File: src/rtl/soc_clk_divider.sv
// soc_clk_divider: divides the board clock CLK by 2**SLOW and generates the core reset.
// resetn asserts asynchronously and releases only on the CLK edge where clk falls.
module soc_clk_divider #(
   parameter int unsigned SLOW     = 2,
   parameter int unsigned RST_HOLD = 2
) (
   input  logic CLK,
   input  logic RESET,
   output logic clk,
   output logic resetn
);

   localparam int unsigned      CNT_W         = (SLOW < 1) ? 1 : SLOW;
   localparam logic [CNT_W-1:0] CNT_RISE_PREV = CNT_W'((64'd1 << (CNT_W - 1)) - 64'd1);
   localparam logic [7:0]       HOLD_INIT     = 8'(RST_HOLD);

   if (SLOW < 1) begin : g_bad_slow
      $error("soc_clk_divider: SLOW must be >= 1");
   end
   if (RST_HOLD > 255) begin : g_bad_hold
      $error("soc_clk_divider: RST_HOLD must be in 0..255");
   end

   logic [CNT_W-1:0] cnt_q, cnt_d;
   logic             s1_q, s1_d;
   logic             s2_q, s2_d;
   logic [7:0]       hold_q, hold_d;
   logic             resetn_q, resetn_d;
   logic             rise_edge;
   logic             wrap_edge;

   always_comb begin
      cnt_d     = cnt_q + CNT_W'(1);
      rise_edge = (cnt_q == CNT_RISE_PREV);
      wrap_edge = (cnt_q == '1);
      s1_d      = 1'b1;
      s2_d      = s1_q;
      hold_d    = hold_q;
      resetn_d  = resetn_q;
      // hold_q counts the qualified clk rising edges still owed before release
      if (s2_q && rise_edge && (hold_q != 8'd0)) begin
         hold_d = hold_q - 8'd1;
      end
      if (s2_q && wrap_edge && (hold_q == 8'd0)) begin
         resetn_d = 1'b1;
      end
   end

   always_ff @(posedge CLK or negedge RESET) begin
      if (!RESET) begin
         cnt_q    <= '0;
         s1_q     <= 1'b0;
         s2_q     <= 1'b0;
         hold_q   <= HOLD_INIT;
         resetn_q <= 1'b0;
      end else begin
         cnt_q    <= cnt_d;
         s1_q     <= s1_d;
         s2_q     <= s2_d;
         hold_q   <= hold_d;
         resetn_q <= resetn_d;
      end
   end

   assign clk    = cnt_q[CNT_W-1];
   assign resetn = resetn_q;

endmodule

File: config.mk
export PLATFORM = sky130hd
export DESIGN_NAME = soc_clk_divider
export DESIGN_NICKNAME = d
export VERILOG_FILES = /design/src/rtl/soc_clk_divider.sv
export SDC_FILE = /design/constraint.sdc
export NUM_CORES = 1
export LEC_CHECK = 0
export BUFFER_PORTS_ARGS = -buffer_cell sky130_fd_sc_hd__buf_2
export CAP_MARGIN = 20
export CORE_AREA = 2 2 39 41
export DETAILED_ROUTE_END_ITERATION = 10
export DIE_AREA = 0 0 41 43
export GPL_TIMING_DRIVEN = 0
export PLACE_DENSITY_LB_ADDON = 0.12
export REMOVE_ABC_BUFFERS = 1
export SLEW_MARGIN = 10
export SYNTH_ARGS = -nofsm -noshare
export SYNTH_HDL_FRONTEND = slang
export SYNTH_SLANG_ARGS = --single-unit
File: constraint.sdc
create_clock -name CLK -period 2.29 [get_ports CLK]
set_input_delay 0.229 -clock CLK [delete_from_list [all_inputs] [get_ports CLK]]
set_output_delay 0.229 -clock CLK [all_outputs]
set_load 0.005 [all_outputs]
## After elaboration in Yosys (flattened, before gate mapping)

Index checks and enable logic that the tools add are counted.

- Flip-flop bits (word level): 13
- Bits of input ports: 2
- Output and inout bits: 2
- Word-level logic and storage cells: 15

- $add $sub $neg: 2
- Equality and inequality tests: 2
- Reductions and logical operators: 6

Operators with widths:

| kind | count |
|---|---|
| $logic_not 8->1 | 1 |
| $reduce_bool 8->1 | 1 |
| $sub 8x1->8 const B | 1 |
| $logic_and 1x1->1 | 4 |
| $add 2x1->2 const B | 1 |
| $eq 2x1->1 const B | 1 |
| $eq 2x2->1 const B | 1 |

## Logic depth before layout (Yosys ltp)

Gate-level depths: netlist of the first run.

- Depth after elaboration: 3
- Gate-level depth with buffers: 6
- Gate-level depth less buffers: 5

## Worst setup path after synthesis of the first run

Ideal clock, no wire load.

- Path type: register -> register
- From: reg hold_q[0]
- To: reg hold_q[0]
- Setup time: 0.123 ns
- Data arrival time: 1.549 ns
- Data required time: 2.167 ns
- Setup slack: 0.618 ns
- Stages on the path, launching flop included: 7
- Buffers on the path: 1
- Period minus slack after synthesis: 1.672 ns
- Cells stage by stage: dfrtp_1 -> inv_1 -> ha_1 -> or3b_2 -> clkbuf_1 -> o211a_4 -> xnor2_1

- Cells in the longest elaborated chain, start to end: 2
- Elaborated cells between the ends (all ways): 3
- Classes of those cells: add/sub: 1; reduce/logical: 2

Ends and longest elaborated chain:

| what | RTL line | text |
|---|---|---|
| start: declaration | 27 | `logic [7:0] hold_q, hold_d;` |
| start signal: assignment | 60 | `hold_q <= hold_d;` |
| parallel branches: the longest is 2 deep, another holds $sub 8x1->8 | - |  |

Several ways; the timed one is not identified.
A chain may end at the register's enable or synchronous reset.

## Worst setup path in the final report of the first run

Ends and elaborated chain as after synthesis.

==> flow_summary_export.csv, run 1 <==
group,metric,value,unit
status,status,"finished, final reports clean",
drt,drcViolationCount,0,
cells_and_area,final_nets,65,
critical_path,reg2reg_slack,0.55,ns
drt,num_vias,379,
drt,drt-pass1-iter-count,4,
floorplan,rows,14,
pwr,power,0.384,mW
critical_path,crit_required,2.46,ns
critical_path,endpoint_kind,"flip-flop",
cts,cts_buffer_depth,2,
critical_path,cp_top_family,"simple AND/OR/NAND/NOR gates",
global_routing,grt_usage,0.154,
placed_design,dp_cells,69,
synth,syn-instance-count,52,
cells_and_area,finalNonFillerCells,74,
critical_path,crit_chain,"inv_1 -> ha_1 -> or3b_2 -> o211a_4 -> xnor2_1",
timing,final.setup.tns,0,ns
floorplan,die_h,43,um
cts,cts_buffers,3,
pwr,power.internal,0.302,mW
drt,avgViaCountPerCell,5.12,
cts,cts_setup_buffers,0,
placed_design,place_congestion,0.732,
synth,synth_warnings,0,
drt,drt_iter0_drc,3,
synth,synth_seq_cells,13,
critical_path,crit_path_start_kind,"flip-flop",
floorplan,ios,4,
timing,final_max_slew_viol_count,0,
floorplan,dieArea,1760,um2
critical_path,worst-path-max-fanout,7,
critical_path,critPathSlowestCell,"or3b_2",
timing,fin_crit,1.74,ns
placed_design,numPortBuffers,3,
pwr,p_switching,0.0823,mW
placed_design,post-dp-hpwl,726,um
synth,synth_area,609,um2
synth,yosysSeqAreaShare,0.536,
critical_path,crit_buf_inv,1,
pwr,p_sw_frac,0.214,
cts,cts_resized,0,
drt,wl,955,um
cts,clkTransAtPathRegs,0.08,ns
global_routing,grt_max_degree,14,
pwr,p_clk_frac,0.370,
cts,clock_insertion_delay_worst_skew,0.28,ns
cts,hold_buffers,1,
drt,final_antenna_net_count,0,
cells_and_area,antennaDiodeCount,0,
pwr,seqPwrFrac,0.605,
timing,final.period_utilization,0.759,
cells_and_area,layout-drive-gt1-share,0.207,
timing,fmax,0.575,GHz
timing,rsz0062_at_grt,"false",
run,maxCapViolCount,0,
pwr,peakVddDrop,0.311,mV
pwr,p_leak,0.303,nW
floorplan,initial_core_util,0.440,
global_routing,antenna_found_initial,0,
cts,htreeDepth,1,
critical_path,path_class,"flip-flop to flip-flop",
cts,cts.sinks,13,
global_routing,grt-ovfl-total,0,
cts,cts_tree,"yes",
critical_path,cp_slowest_stage_delay,0.53,ns
global_routing,grt_pass1_vias,410,
floorplan,core,1380,um2
cells_and_area,fin_util,0.486,
synth,ys_types,24,
pwr,pwr-share-comb,0.025,
floorplan,fp.dieW,41,um
timing,setup_viol_count_final,0,
critical_path,crit_arrival,1.91,ns
cells_and_area,num-fill-cells,131,
worst_hold_path,min_path_type,"input port to async pin",
drt,avgRoutedWirePerCell,12.9,um
synth,syn_avg_cell_area,11.7,um2
timing,final-hold-violation-count,0,
timing,finClkSkew,0.00197,ns
pwr,power_density,572,nW/um2
cells_and_area,syn_to_final_growth,10.3,%
cts,ctsRootBufferMaster,"clkbuf_4",
global_routing,grt_pass1_wl,1730,um
-- area by class of cell --
type / count / area (um2) / area share
Sequential cell: 13 / 327 / 0.486
Multi-Input combinational cell: 30 / 248 / 0.369
Clock buffer: 4 / 26.3 / 0.0391
Inverter: 7 / 26.3 / 0.0391
Timing Repair Buffer: 4 / 25.0 / 0.0372
Tap cell: 16 / 20.0 / 0.0298
-- layer usage --
layer,up-vias,part of all wire,track usage
li1,187,-,-
met1,182,0.44,0.191
met2,5,0.50,0.213
met3,5,0.026,0.0471
met4,0,0.038,0.120
met5,-,0,0
-- cell families (layout without fill, tap and decap cells) --
group           after synthesis  in the layout  share of synthesized area
other cells                   1              1                    0.00615
mux                           1              1                     0.0164
buf+inv                       9             15                     0.0575
fa+ha+maj                     4              4                     0.0821
flops                        13             13                      0.536
xor+xnor                      5              5                     0.0719
simple gates                 10             10                      0.101
compound gates                9              9                      0.129
-- Yosys cell counts --
master | n | area [um2]
o21ai_0 | 2 | 10.0
conb_1 | 1 | 3.75
dfrtp_1 | 12 | 300
o211a_4 | 1 | 17.5
nand3_1 | 1 | 5.00
nor3b_1 | 1 | 7.51
clkbuf_1 | 1 | 3.75
or2_2 | 1 | 6.26
inv_1 | 7 | 26.3
or4_1 | 1 | 7.51
o2111ai_1 | 3 | 26.3
o211ai_1 | 1 | 7.51
nor4_1 | 1 | 6.26
or3b_2 | 1 | 8.76
dfstp_2 | 1 | 26.3
mux2i_1 | 1 | 10.0
nand2_1 | 1 | 3.75
xor2_1 | 1 | 8.76
nor2_1 | 2 | 7.51
buf_2 | 1 | 5.00
and3b_1 | 1 | 8.76
ha_1 | 4 | 50.1
xnor2_1 | 4 | 35.0
a31o_2 | 2 | 17.5
-- state kept, by name, summed over array words and instances (netlist names) --
signal  flops
hold_q      8
s2_q        1
s1_q        1
resetn      1
cnt_q       2
-- path summary, 6_finish.rpt --
check	end	from	depth (start not counted)
hold / removal	hold_q[3]$_DFFE_PN0P_	RESET	2
min in group CLK	s2_q$_DFF_PN0_	s1_q$_DFF_PN0_	0
setup reg to reg	hold_q[0]$_DFFE_PN0P_	hold_q[0]$_DFFE_PN0P_	5
setup / recovery	hold_q[0]$_DFFE_PN0P_	hold_q[0]$_DFFE_PN0P_	5
hold reg to reg	s2_q$_DFF_PN0_	s1_q$_DFF_PN0_	0
max in group asynchronous	hold_q[1]$_DFFE_PN1P_	RESET	2
-- power by group through the flow --
| stage | Clock [mW] | Combinational [mW] | Sequential, mW |
|---|---|---|---|
| final | 0.142 | 0.00960 | 0.232 |
| after global routing | 0.159 | 0.0111 | 0.233 |
| after CTS | 0.147 | 0.0100 | 0.233 |
| after detailed placement | 0 | 0.00869 | 0.237 |
| after global placement | 0 | 0.00817 | 0.237 |
| after floorplan | 0 | 0.00288 | 0.237 |
-- metrics by stage --
stage	hold WS (ns)	worst slack [ns]	instance area (um2)
after floorplan	-0.0666	0.689	601
after global placement	0.118	0.597	636
after detailed placement	0.128	0.576	636
after CTS	0.367	0.562	672
after global routing	0.376	0.485	672
final	0.357	0.551	672
-- placed cells by master, fill, tap and decap left out --
cell	instances
dfrtp_1	12
xnor2_1	4
nand3_1	1
inv_1	7
clkbuf_4	3
o21ai_0	2
buf_2	3
o211ai_1	1
or3b_2	1
o2111ai_1	3
nor3b_1	1
mux2i_1	1
o211a_4	1
nand2_1	1
dlygate4sd3_1	1
or2_2	1
conb_1	1
nor4_1	1
a31o_2	2
nor2_1	2
and3b_1	1
xor2_1	1
or4_1	1
clkbuf_1	1
ha_1	4
dfstp_2	1
Power figures use the tool's default switching activity.
==> run 2: changes to the inputs <==
- ABC_AREA: unset -> 1
- CORE_AREA: 2 2 39 41 -> unset
- CORE_MARGIN: unset -> 1
- CORE_UTILIZATION: unset -> 51
- DIE_AREA: 0 0 41 43 -> unset
- clock period: 2.29 -> 1.4 ns (I/O delays scaled with it)
==> run 2 against run 1 <==
Compared with the run above:
- global-route usage rose by 1.7 points
- cell count is 50% higher
- die area down 12%
- sequential cell count stayed put
- setup slack worse by 0.52 ns
- non-clock buffer count rose by 4
- via count is 44% higher
- highest routed layer unchanged
- critical path depth increased by 2
- register-to-register slack lost 0.52 ns
- sequential power rose by 63%
- sequential share of layout area down 9.5 points
==> flow_summary_export.csv, run 2 <==
group,metric,value,unit
critical_path,endpoint_kind,"flip-flop",
placed_design,place_congestion,0.746,
run,maxCapViolCount,0,
pwr,power_density,760,nW/um2
placed_design,numPortBuffers,3,
pwr,power,0.634,mW
cells_and_area,antennaDiodeCount,0,
placed_design,dpl-instance-area,749,um2
synth,synth_ff_type,"dfrtp_1",
cts,cts_buffers,3,
global_routing,grt-ovfl-total,0,
synth,synth_warnings,0,
synth,synth_area,716,um2
timing,finClkSkew,0.00548,ns
cells_and_area,final_area,835,um2
pwr,p_leak,0.449,nW
timing,final.setup.tns,0,ns
global_routing,grt_usage,0.171,
cts,clock_insertion_delay_worst_skew,0.28,ns
floorplan,fp.dieW,39.5,um
drt,drcViolationCount,0,
floorplan,rows,13,
drt,avgViaCountPerCell,4.90,
timing,final_max_slew_viol_count,0,
timing,final.period_utilization,0.975,
timing,finalWorstSetupSlack,0.0355,ns
drt,num_vias,544,
drt,wl,1240,um
synth,ys_types,18,
synth,synth_top_area_share,0.420,
synth,synth-async-reset-ratio,1.00,
cells_and_area,layout-drive-gt1-share,0.229,
drt,drt-pass1-iter-count,4,
synth,synth_most_common_cell,"nand2_1",
timing,setup_viol_count_final,0,
pwr,peakVddDrop,0.486,mV
synth,yosysSeqAreaShare,0.456,
floorplan,ios,4,
floorplan,dieArea,1560,um2
timing,fmax,0.733,GHz
timing,fin_crit,1.36,ns
cts,cts_tree,"yes",
drt,avgRoutedWirePerCell,11.2,um
synth,syn_avg_cell_area,8.62,um2
cells_and_area,regMostFlops,"hold_q",
synth,yosys.area.top_type,"dfrtp_1",
drt,drt_iter0_drc,12,
critical_path,r2r-start,"hold_q[1]$_DFFE_PN1P_",
cells_and_area,final_cell_mix,"nand2_1 (27), dfrtp_1 (12), inv_1 (11), o21ai_1 (7)",
timing,final-hold-violation-count,0,
cts,clkTransAtPathRegs,0.09,ns
worst_hold_path,min_path_type,"input port to async pin",
global_routing,grt_pass1_wl,1700,um
floorplan,initial_core_util,0.550,
cells_and_area,final_common_cell,"nand2_1",
cts,cts_buffer_depth,2,
critical_path,crit_required,1.61,ns
global_routing,antenna_found_initial,0,
floorplan,die_h,39.5,um
critical_path,startpoint,"hold_q[1]$_DFFE_PN1P_",
cells_and_area,final_nets,103,
cells_and_area,num-fill-cells,117,
status,status,"finished, final reports clean",
floorplan,core,1300,um2
critical_path,crit_path_start_kind,"flip-flop",
drt,final_antenna_net_count,0,
cells_and_area,reg_top3,"hold_q x8, cnt_q x2",
placed_design,pre_cts_ws,-0.0193,ns
critical_path,worst-path-max-fanout,5,
critical_path,path_class,"flip-flop to flip-flop",
global_routing,grt_pass1_vias,363,
cts,cts.sinks,13,
placed_design,dp_cells,101,
synth,synth_seq_cells,13,
synth,synthTopCellsByCount,"nand2_1 (27), dfrtp_1 (12), inv_1 (12), o21ai_1 (7)",
cts,ctsRootBufferMaster,"clkbuf_4",
critical_path,crit_arrival,1.57,ns
cells_and_area,finalNonFillerCells,111,
placed_design,post-dp-hpwl,798,um
cells_and_area,syn_to_final_growth,16.6,%
synth,synth_edf_count,0,
cells_and_area,fin_util,0.641,
cells_and_area,largest_reg_flops,8,
global_routing,grt_max_degree,14,
timing,holdWs,0.267,ns
cts,htreeDepth,1,
synth,syn-instance-count,83,
synth,synth.area.top_cells,"dfrtp_1 (42%), nand2_1 (14%), ha_1 (7.0%), inv_1 (6.3%), o21ai_1 (4.9%)",
==> run 2: path summary, 6_finish.rpt <==
path / end / slack, ns / cells after the start
worst max-delay path: hold_q[5]$_DFFE_PN0P_ / 0.04 / 7
worst min-delay path: hold_q[3]$_DFFE_PN0P_ / 0.27 / 2
worst max register to register: hold_q[5]$_DFFE_PN0P_ / 0.04 / 7
worst min register to register: s2_q$_DFF_PN0_ / 0.36 / 0
max in group asynchronous: hold_q[1]$_DFFE_PN1P_ / 0.85 / 2
min in group CLK: s2_q$_DFF_PN0_ / 0.36 / 0
==> run 2: critical path: stages, from the launching register on <==
cell	delay (ns)
dfstp_2	0.55
inv_1	0.06
ha_1	0.20
nand3_4	0.12
nor2_4	0.07
nor2_8	0.13
nand2_1	0.08
o21ai_1	0.08
==> run 2: timing repair <==
action	in CTS	in global routing
setup endpoints to repair	6	5
pin swaps	0	2
setup buffers	0	4
resized for setup	1	1
hold buffers	1	0
hold endpoints to repair	12	0
gates cloned	0	1
==> run 2: cells by family after synthesis <==
family	count (synthesis)	share of synthesized area
xor+xnor	1	0.0122
flops	13	0.456
fa+ha+maj	4	0.0699
compound gates	8	0.0752
buf+inv	12	0.0629
other cells	1	0.00524
simple gates	44	0.318
==> run 2: layer usage <==
| metal | wire [um] | track usage | up-vias |
|---|---|---|---|
| li1 | - | - | 289 |
| met1 | 653 | 0.254 | 242 |
| met2 | 520 | 0.209 | 9 |
| met3 | 43 | 0.0511 | 4 |
| met4 | 27 | 0.103 | 0 |
| met5 | 0 | 0 | - |
==> run 2: area by class of cell <==
| class | instances | area (um2) | share of cell area |
|---|---|---|---|
| clock buffers | 4 | 26.3 | 0.0315 |
| repair buffers | 8 | 55.1 | 0.0660 |
| well taps | 15 | 18.8 | 0.0225 |
| inverters | 12 | 45.0 | 0.0540 |
| multi-input cells | 59 | 363 | 0.435 |
| flip-flops and latches | 13 | 327 | 0.391 |
==> run 2: power breakdown <==
part           leakage (nW)  switching [mW]  internal (mW)  total (mW)
sequential            0.164         0.00116          0.378       0.379
combinational         0.270          0.0113        0.00455      0.0158
clock                0.0150           0.128          0.110       0.239
total                 0.449           0.141          0.493       0.634
